<file path="src/rtl/guitar_hero_lane_renderer.sv">
// Playfield renderer: N note lanes with falling note sprites, a hit line and
// hit flash, plus once-per-frame note scrolling, hit/miss/spawn handling and score.
module guitar_hero_lane_renderer #(
    parameter int          N_LANES      = 3,
    parameter int          LANE_W       = 208,
    parameter int          GAP_W        = 4,
    parameter int          H_ACTIVE     = 640,
    parameter int          V_ACTIVE     = 480,
    parameter int          NOTE_SLOTS   = 4,
    parameter int          NOTE_H       = 16,
    parameter int          SPEED        = 4,
    parameter int          HIT_Y        = 440,
    parameter int          HIT_TOL      = 8,
    parameter int          FLASH_FRAMES = 6,
    parameter logic [23:0] LANE_COLOR_A = 24'h00D5FF,
    parameter logic [23:0] LANE_COLOR_B = 24'hFF8900,
    parameter logic [23:0] NOTE_COLOR   = 24'hFFFFFF,
    parameter logic [23:0] LINE_COLOR   = 24'hC0C0C0,
    parameter logic [23:0] FLASH_COLOR  = 24'h00FF00
) (
    input  logic               clk,
    input  logic               rst,
    input  logic [9:0]         h_count,
    input  logic [9:0]         v_count,
    input  logic [N_LANES-1:0] note_spawn,
    input  logic [N_LANES-1:0] btn_hit,
    output logic [23:0]        rgb,
    output logic [N_LANES-1:0] hit_pulse,
    output logic [N_LANES-1:0] miss_pulse,
    output logic [N_LANES-1:0] spawn_drop,
    output logic [15:0]        score
);
    localparam int          FW     = $clog2(FLASH_FRAMES + 1);
    localparam logic [10:0] WIN_LO = 11'(HIT_Y - NOTE_H);
    localparam logic [10:0] WIN_HI = 11'(HIT_Y + HIT_TOL);

    logic [10:0] hx, vx;
    assign hx = {1'b0, h_count};
    assign vx = {1'b0, v_count};

    logic               tick;
    logic [N_LANES-1:0] spawn_pend, hit_pend;
    logic               slot_v_q [N_LANES][NOTE_SLOTS];
    logic [9:0]         slot_y_q [N_LANES][NOTE_SLOTS];
    logic [FW-1:0]      flash_q  [N_LANES];

    logic               slot_v_d [N_LANES][NOTE_SLOTS];
    logic [9:0]         slot_y_d [N_LANES][NOTE_SLOTS];
    logic [FW-1:0]      flash_d  [N_LANES];
    logic [15:0]        score_d;
    logic [N_LANES-1:0] hit_d, miss_d, drop_d;
    logic               hit_found, spawn_found;
    logic [10:0]        ny;
    logic [23:0]        pix;
    logic               note_here;

    // Frame update: hit, then move, then spawn, evaluated per lane only on the tick.
    always_comb begin
        // NOTE: every variable gets a default before any branch so no latch is inferred.
        slot_v_d    = slot_v_q;
        slot_y_d    = slot_y_q;
        flash_d     = flash_q;
        score_d     = score;
        hit_d       = '0;
        miss_d      = '0;
        drop_d      = '0;
        hit_found   = 1'b0;
        spawn_found = 1'b0;
        ny          = '0;
        if (tick) begin
            for (int i = 0; i < N_LANES; i++) begin
                hit_found = 1'b0;
                if (hit_pend[i]) begin
                    for (int s = 0; s < NOTE_SLOTS; s++) begin
                        if (!hit_found && slot_v_d[i][s] &&
                            {1'b0, slot_y_q[i][s]} >= WIN_LO &&
                            {1'b0, slot_y_q[i][s]} <= WIN_HI) begin
                            slot_v_d[i][s] = 1'b0;
                            hit_found      = 1'b1;
                        end
                    end
                end
                hit_d[i] = hit_found;
                if (hit_found && score_d != 16'hFFFF)
                    score_d = score_d + 16'd1;
                // Decrement acts on the old count, so a fresh hit shows for FLASH_FRAMES frames.
                if (hit_found)
                    flash_d[i] = FW'(FLASH_FRAMES);
                else if (flash_q[i] != '0)
                    flash_d[i] = flash_q[i] - FW'(1);

                for (int s = 0; s < NOTE_SLOTS; s++) begin
                    if (slot_v_d[i][s]) begin
                        ny = {1'b0, slot_y_q[i][s]} + 11'(SPEED);
                        if (ny >= 11'(V_ACTIVE)) begin
                            slot_v_d[i][s] = 1'b0;
                            miss_d[i]      = 1'b1;
                        end else begin
                            slot_y_d[i][s] = ny[9:0];
                        end
                    end
                end

                spawn_found = 1'b0;
                if (spawn_pend[i]) begin
                    for (int s = 0; s < NOTE_SLOTS; s++) begin
                        if (!spawn_found && !slot_v_d[i][s]) begin
                            slot_v_d[i][s] = 1'b1;
                            slot_y_d[i][s] = '0;
                            spawn_found    = 1'b1;
                        end
                    end
                    drop_d[i] = !spawn_found;
                end
            end
        end
    end

    always_comb begin
        pix       = '0;
        note_here = 1'b0;
        if (hx < 11'(H_ACTIVE) && vx < 11'(V_ACTIVE)) begin
            for (int i = 0; i < N_LANES; i++) begin
                if (hx >= 11'(GAP_W + i * (LANE_W + GAP_W)) &&
                    hx <  11'(GAP_W + i * (LANE_W + GAP_W) + LANE_W)) begin
                    note_here = 1'b0;
                    for (int s = 0; s < NOTE_SLOTS; s++) begin
                        if (slot_v_q[i][s] && vx >= {1'b0, slot_y_q[i][s]} &&
                            vx < {1'b0, slot_y_q[i][s]} + 11'(NOTE_H))
                            note_here = 1'b1;
                    end
                    if (note_here)
                        pix = NOTE_COLOR;
                    else if (vx >= 11'(HIT_Y) && vx < 11'(HIT_Y + 2))
                        pix = (flash_q[i] != '0) ? FLASH_COLOR : LINE_COLOR;
                    else
                        pix = (i % 2 == 0) ? LANE_COLOR_A : LANE_COLOR_B;
                end
            end
        end
    end

    // NOTE: sequential state uses non-blocking assignments only, so all registers update together.
    always_ff @(posedge clk or negedge rst) begin
        if (!rst) begin
            tick       <= 1'b0;
            spawn_pend <= '0;
            hit_pend   <= '0;
            rgb        <= '0;
            hit_pulse  <= '0;
            miss_pulse <= '0;
            spawn_drop <= '0;
            score      <= '0;
            // NOTE: the slot array is reset in full; a reset must clear the playfield at once.
            for (int i = 0; i < N_LANES; i++) begin
                flash_q[i] <= '0;
                for (int s = 0; s < NOTE_SLOTS; s++) begin
                    slot_v_q[i][s] <= 1'b0;
                    slot_y_q[i][s] <= '0;
                end
            end
        end else begin
            tick       <= (h_count == 10'd0) && (vx == 11'(V_ACTIVE));
            // A request arriving on the tick itself survives for the next frame.
            spawn_pend <= tick ? note_spawn : (spawn_pend | note_spawn);
            hit_pend   <= tick ? btn_hit    : (hit_pend | btn_hit);
            rgb        <= pix;
            hit_pulse  <= hit_d;
            miss_pulse <= miss_d;
            spawn_drop <= drop_d;
            score      <= score_d;
            slot_v_q   <= slot_v_d;
            slot_y_q   <= slot_y_d;
            flash_q    <= flash_d;
        end
    end
endmodule

</file>
<file path="config.mk">
export PLATFORM = sky130hd
export DESIGN_NAME = guitar_hero_lane_renderer
export DESIGN_NICKNAME = d
export VERILOG_FILES = /design/src/rtl/guitar_hero_lane_renderer.sv
export SDC_FILE = /design/constraint.sdc
export NUM_CORES = 1
export LEC_CHECK = 0
export BUFFER_PORTS_ARGS = -buffer_cell sky130_fd_sc_hd__buf_2
export CAP_MARGIN = 40
export CORE_UTILIZATION = 70
export CTS_BUF_LIST = sky130_fd_sc_hd__clkbuf_2 sky130_fd_sc_hd__clkbuf_4 sky130_fd_sc_hd__clkbuf_8
export DETAILED_ROUTE_END_ITERATION = 8
export PLACE_DENSITY = 0.87
export REMOVE_ABC_BUFFERS = 1
export SYNTH_ARGS = -nofsm -noshare
export SYNTH_HDL_FRONTEND = slang
export SYNTH_SLANG_ARGS = --single-unit
</file>
<file path="constraint.sdc">
create_clock -name clk -period 12.35 [get_ports clk]
set_input_delay 3.0875 -clock clk [delete_from_list [all_inputs] [get_ports clk]]
set_output_delay 3.0875 -clock clk [all_outputs]
set_load 0.05 [all_outputs]
</file>
# == Word-level counts from Yosys, hierarchy flattened ==
# Index checks and enable logic that the tools add are counted.
# op_classes
addsub,30
n_lt_le_gt_ge,70
n_eq_ne,4
n_mux,251
n_bitwise,2
reduce_logical,115
# ops
cell,n
2-to-1 mux 10 bit,36
2-to-1 mux 24 bit,13
2-to-1 mux 1 bit,174
"greater-or-equal comparator 10 x 9 -> 1 bit, second input constant",14
"adder 10 x 3 -> 11 bit, second input constant",12
"adder 10 x 5 -> 11 bit, second input constant",12
"greater-or-equal comparator 11 x 9 -> 1 bit, second input constant",12
less-than comparator 10 x 11 -> 1 bit,12
greater-or-equal comparator 10 bit,12
"<= comparator 10 x 9 -> 1 bit, second input constant",12
2-to-1 mux 40 bit,3
2-to-1 mux 16 bit,5
logical AND 1 bit,75
"adder 16 x 1 -> 16 bit, second input constant",3
"!= test 16 bit, second input constant",3
2-to-1 mux 4 bit,9
2-to-1 mux 3 bit,11
logical NOT 1 bit,30
"less-than comparator 10 x 9 -> 1 bit, second input constant",3
"less-than comparator 10 bit, second input constant",2
"== test 10 x 9 -> 1 bit, second input constant",1
"greater-or-equal comparator 10 x 3 -> 1 bit, second input constant",1
"greater-or-equal comparator 10 x 8 -> 1 bit, second input constant",1
logical NOT 10 bit,1
other kinds (6),15
# word_totals
regBits,197
in_bits,28
out_inout_bits,49
wordCells,507

# == Depth between registers and ports, before layout ==
# logic_depth
ltp_word,50
ltp_mapped,24
depth_no_buf,20

# == Worst setup path after synthesis ==
# Ideal clock, no wire load.
# synth_path
path_type,input-to-reg
from,input port v_count[2]
to,register rgb[8]
setup_time_ns,0.131
arrival_time_ns,5.526
t_required_ns,12.219
slack_ns,6.693
stages,14
n_path_buf,0
cell_sequence,ha_1 -> o21ai_0 -> a21boi_0 -> o21a_1 -> o21a_1 -> o21a_1 -> o21a_1 -> o21a_1 -> o21ai_0 -> o21ai_0 -> nor4_1 -> nand2_1 -> o21ai_0 -> nor3_1
# synth_between
elab_chain_len,14
word_cells_on_any_way,81
# synth_lines
element,line,rtl
from (decl),24,"input logic [9:0] v_count,"
greater-or-equal comparator 10 bit,128,"if (slot_v_q[i][s] && vx >= {1'b0, slot_y_q[i][s]} &&"
logical AND 1 bit (2 in a row),128,
2-to-1 mux 1 bit (4 in a row),128,
2-to-1 mux 1 bit,124,if (hx >= 11'(GAP_W + i * (LANE_W + GAP_W)) &&
2-to-1 mux 1 bit,122,if (hx < 11'(H_ACTIVE) && vx < 11'(V_ACTIVE)) begin
2-to-1 mux 24 bit,132,if (note_here)
2-to-1 mux 24 bit (3 in a row),124,
2-to-1 mux 24 bit *,122,
named net pix[8],54,logic [23:0] pix;
to (signal assigned),167,rgb <= pix;
to (decl),27,"output logic [23:0] rgb,"
# The timed path passes the listed nets; every way through them passes the cells marked *. The select of a mux whose other input is x is not followed.
# A chain may end at the register's enable or synchronous reset.

# == Final worst setup path ==
# Same ends and word-level chain as after synthesis.

==> results.json <==
{
  "critPathArrivalTime_ns": 6.56,
  "root_buffer": "clkbuf_8",
  "cp-start-kind": "input port",
  "drtAntennaViolNets": 0,
  "grt_setup_unrepaired": "no",
  "routed_wl_um": 39620,
  "tightest_slew_ns": 0.8890,
  "die_y_um": 150.1,
  "slowest_delay_ns": 0.67,
  "met3_usage": 0.05182,
  "power_density_mw_per_mm2": 64.45,
  "port_buffers": 76,
  "antenna_found_initial": 0,
  "use_met1": 0.4867,
  "layoutNonFillerInstCount": 2197,
  "grt_overflow_total": 0,
  "path_clk_slew_ns": 0.10,
  "via_per_inst": 6.502,
  "synth-edff-count": 0,
  "synthToLayoutAreaGrowth_pct": 5.281,
  "crit_fanout": 13,
  "crit_path_frequent_cell": "o21a_1",
  "async_flop_share": 1.000,
  "power_mw": 1.042,
  "track_usage": 0.3676,
  "postCtsHoldBufs": 0,
  "cts_setup_buffers": 0,
  "peakVddDrop_mv": 0.07519,
  "ys_seq_area_frac": 0.2591,
  "grt_max_degree": 60,
  "cts_buffers": 17,
  "grt_pass1_wl_um": 66540,
  "crit_family": "compound AO/OA/AOI/OAI gates",
  "slew_headroom": 0.3920,
  "wire_per_inst_um": 18.03,
  "diodes": 0,
  "vias": 14290,
  "drt_iter0_drc": 1323,
  "worstPathCellList": "buf_2 -> ha_1 -> o21ai_0 -> a21boi_0 -> o21a_1 -> o21a_1 -> o21a_1 -> o21a_1 -> o21a_1 -> o21ai_0 -> o21ai_0 -> nor4_1 -> nand2_1 -> o21ai_0 -> nor3_1",
  "cts_tree": "yes",
  "fin_tns_setup_ns": 0,
  "cp-end-kind": "register",
  "power_leakage_nw": 6.694,
  "yosysWarnings": 0,
  "busiest_layer": "met2",
  "fmax_mhz": 160.9,
  "cp.required_ns": 12.70,
  "drc": 0,
  "synth_cells": 1890,
  "nets": 2161,
  "mappedNetlistArea_mm2": 0.01535,
  "rows": 53,
  "ys_seq_elements": 159,
  "dp_slack_ns": 5.762,
  "fin_skew_ns": 0.02464,
  "cts_resized": 0,
  "slowest_stage": "nor4_1",
  "crit_buf_inv": 1,
  "hold_viol": 0,
  "fp.dieW_um": 150.1,
  "htree_levels": 4,
  "critPathKind": "input port to register",
  "synth.distinct_cells": 95,
  "finalSetupViolations": 0,
  "grt_use_met2": 0.6079,
  "timing.final.ws_setup_ns": 6.133,
  "cap_violations": 0,
  "clk_latency_ns": 0.48,
  "first_pass_iters": 6,
  "synth_flop_cell": "dfrtp_1",
  "maxSlewViolCount": 0,
  "period_share": 0.5034,
  "initial_core_util": 0.7213,
  "cts_max_path_buffers": 2,
  "hold_class": "register to register",
  "drive_above_1_share": 0.07908,
  "ioPinCount": 77,
  "dp.cells": 2165,
  "status": "finished clean",
  "synth.avg_cell_area_um2": 8.124,
  "nFillCells": 1627,
  "dieArea_mm2": 0.02253,
  "dp_hpwl_um": 28880,
  "cts.sinks": 159,
  "finalCriticalPeriod_ns": 6.217,
  "core_mm2": 0.02129,
  "routabilityCongestion": 0.9509,
  "grt_pass1_vias": 13500
}
==> power by group <==
part	switching, mW	internal, mW	total (mW)
logic	0.0788	0.0433	0.122
registers	0.00105	0.522	0.523
clock network	0.225	0.171	0.397
total	0.305	0.736	1.04
==> sequential cells by signal, indices dropped and copies added (netlist names), 3 cells and up <==
| register | count |
|---|---|
| hit_pulse | 3 |
| slot_v_q | 12 |
| flash_q | 9 |
| rgb | 10 |
| score | 16 |
| miss_pulse | 3 |
| hit_pend | 3 |
| spawn_pend | 3 |
| spawn_drop | 3 |
| slot_y_q | 96 |
==> synthesized netlist by cell type (6+ instances only) <==
| library cell | number | area [um^2] |
|---|---|---|
| ha_1 | 224 | 2803 |
| o21ai_0 | 190 | 950.9 |
| nand2_1 | 171 | 641.9 |
| dfrtp_1 | 159 | 3979 |
| inv_1 | 149 | 559.3 |
| nor2_1 | 129 | 484.2 |
| a21oi_1 | 111 | 555.5 |
| xnor2_1 | 90 | 788.3 |
| nand3_1 | 87 | 435.4 |
| o21a_1 | 71 | 533.0 |
| clkbuf_1 | 51 | 191.4 |
| nor3_1 | 36 | 180.2 |
| nand2b_1 | 31 | 193.9 |
| a31oi_1 | 25 | 156.4 |
| o31ai_1 | 23 | 172.7 |
| and3_1 | 22 | 137.6 |
| nand4_1 | 18 | 112.6 |
| a21o_1 | 17 | 127.6 |
| nor2b_1 | 17 | 106.4 |
| and2_1 | 16 | 100.1 |
| buf_4 | 15 | 112.6 |
| xor2_1 | 13 | 113.9 |
| nor4_1 | 12 | 75.07 |
| a21boi_0 | 11 | 82.58 |
| o22ai_1 | 10 | 62.56 |
| nand4b_1 | 9 | 78.83 |
| or3_1 | 9 | 56.30 |
| a22o_1 | 8 | 70.07 |
| buf_2 | 8 | 40.04 |
| o41ai_1 | 8 | 70.07 |
| a32oi_1 | 7 | 61.31 |
| a41oi_1 | 7 | 61.31 |
| o221ai_1 | 7 | 61.31 |
| mux2i_1 | 6 | 60.06 |
| o211ai_1 | 6 | 45.04 |
| o21ai_1 | 6 | 30.03 |
| or4_1 | 6 | 45.04 |
==> metal layers <==
layer,wire length (um),part of all wire
met1,17390,0.44
met2,18630,0.47
met3,2313,0.058
met4,1277,0.032
met5,0,0
==> final cells by class <==
cell class,instances,area [um^2],share of cell area
Clock buffer,19,255.2,0.01579
Clock inverter,13,128.9,0.007973
Inverter,150,563.0,0.03483
Multi-Input combinational cell,1499,10420,0.6447
Sequential cell,159,3980,0.2462
Tap cell,275,344.1,0.02129
Timing Repair Buffer,82,471.7,0.02918
==> path summary, 6_finish.rpt <==
kind | from | end | slack, ns | depth (start not counted)
setup / recovery | v_count[2] | rgb[8] | 6.13 | 15
hold / removal | flash_q[6] | flash_q[6] | 0.48 | 1
setup reg to reg | hit_pend[0] | score[3] | 6.18 | 17
hold reg to reg | flash_q[6] | flash_q[6] | 0.48 | 1
max in group asynchronous | rst | spawn_pend[0] | 8.68 | 3
min in group asynchronous | rst | slot_y_q[76] | 2.56 | 2
==> metrics by stage <==
stage               instance area, um^2    util  hold WS, ns
floorplan                         14960       -       0.4352
global placement                  15730  0.7387       0.4598
detailed placement                15780  0.7413       0.4654
CTS                               16160  0.7594       0.4834
global route                      16160  0.7594       0.5078
finish                            16160  0.7594       0.4757
==> worst register-to-register path, cell delays in order (launching register included) <==
cell and delay (ns):
dfrtp_1 0.83, nor4b_1 0.54, nand3_1 0.55, a21boi_4 0.66
xnor2_1 0.21, inv_1 0.15, ha_1 0.25, nand3_1 0.18
or3_1 0.43, o221ai_4 0.14, nand2_1 0.13, or4_1 0.56
a21oi_2 0.24, o211ai_4 0.13, o31a_1 0.48, a22oi_4 0.21
mux2i_1 0.26, xnor2_1 0.09
==> layout by cell type, fill, tap and decap left out, types with 6 or more instances in the layout <==
master / count
nand2_1: 171
o221ai_1: 7
nor4_1: 12
o21ai_1: 6
nand3_1: 87
nand4b_1: 9
nand4_1: 18
buf_2: 75
or3_1: 9
xor2_1: 13
dfrtp_1: 158
a21boi_0: 11
inv_1: 149
a41oi_1: 7
a21o_1: 17
mux2i_1: 6
o211ai_1: 6
a32oi_1: 7
ha_1: 224
o22ai_1: 10
and2_1: 16
nor2b_1: 17
and3_1: 22
nand2b_1: 31
a21oi_1: 111
o31ai_1: 23
xnor2_1: 90
a31oi_1: 25
nor2_1: 129
o41ai_1: 8
clkbuf_8: 18
o21ai_0: 190
a22o_1: 8
nor3_1: 36
or4_1: 6
o21a_1: 71
==> kinds of logic after synthesis <==
family / Yosys count / share of synthesized area
adders and majority gates: 224 / 0.1825
muxes: 8 / 0.005623
and+or+nand+nor: 588 / 0.1859
buffers and inverters: 232 / 0.06210
xor gates and xnor gates: 103 / 0.05876
DFF: 159 / 0.2591
AOI/OAI and AO/OA: 576 / 0.2459
(Power assumes the default switching activity.)
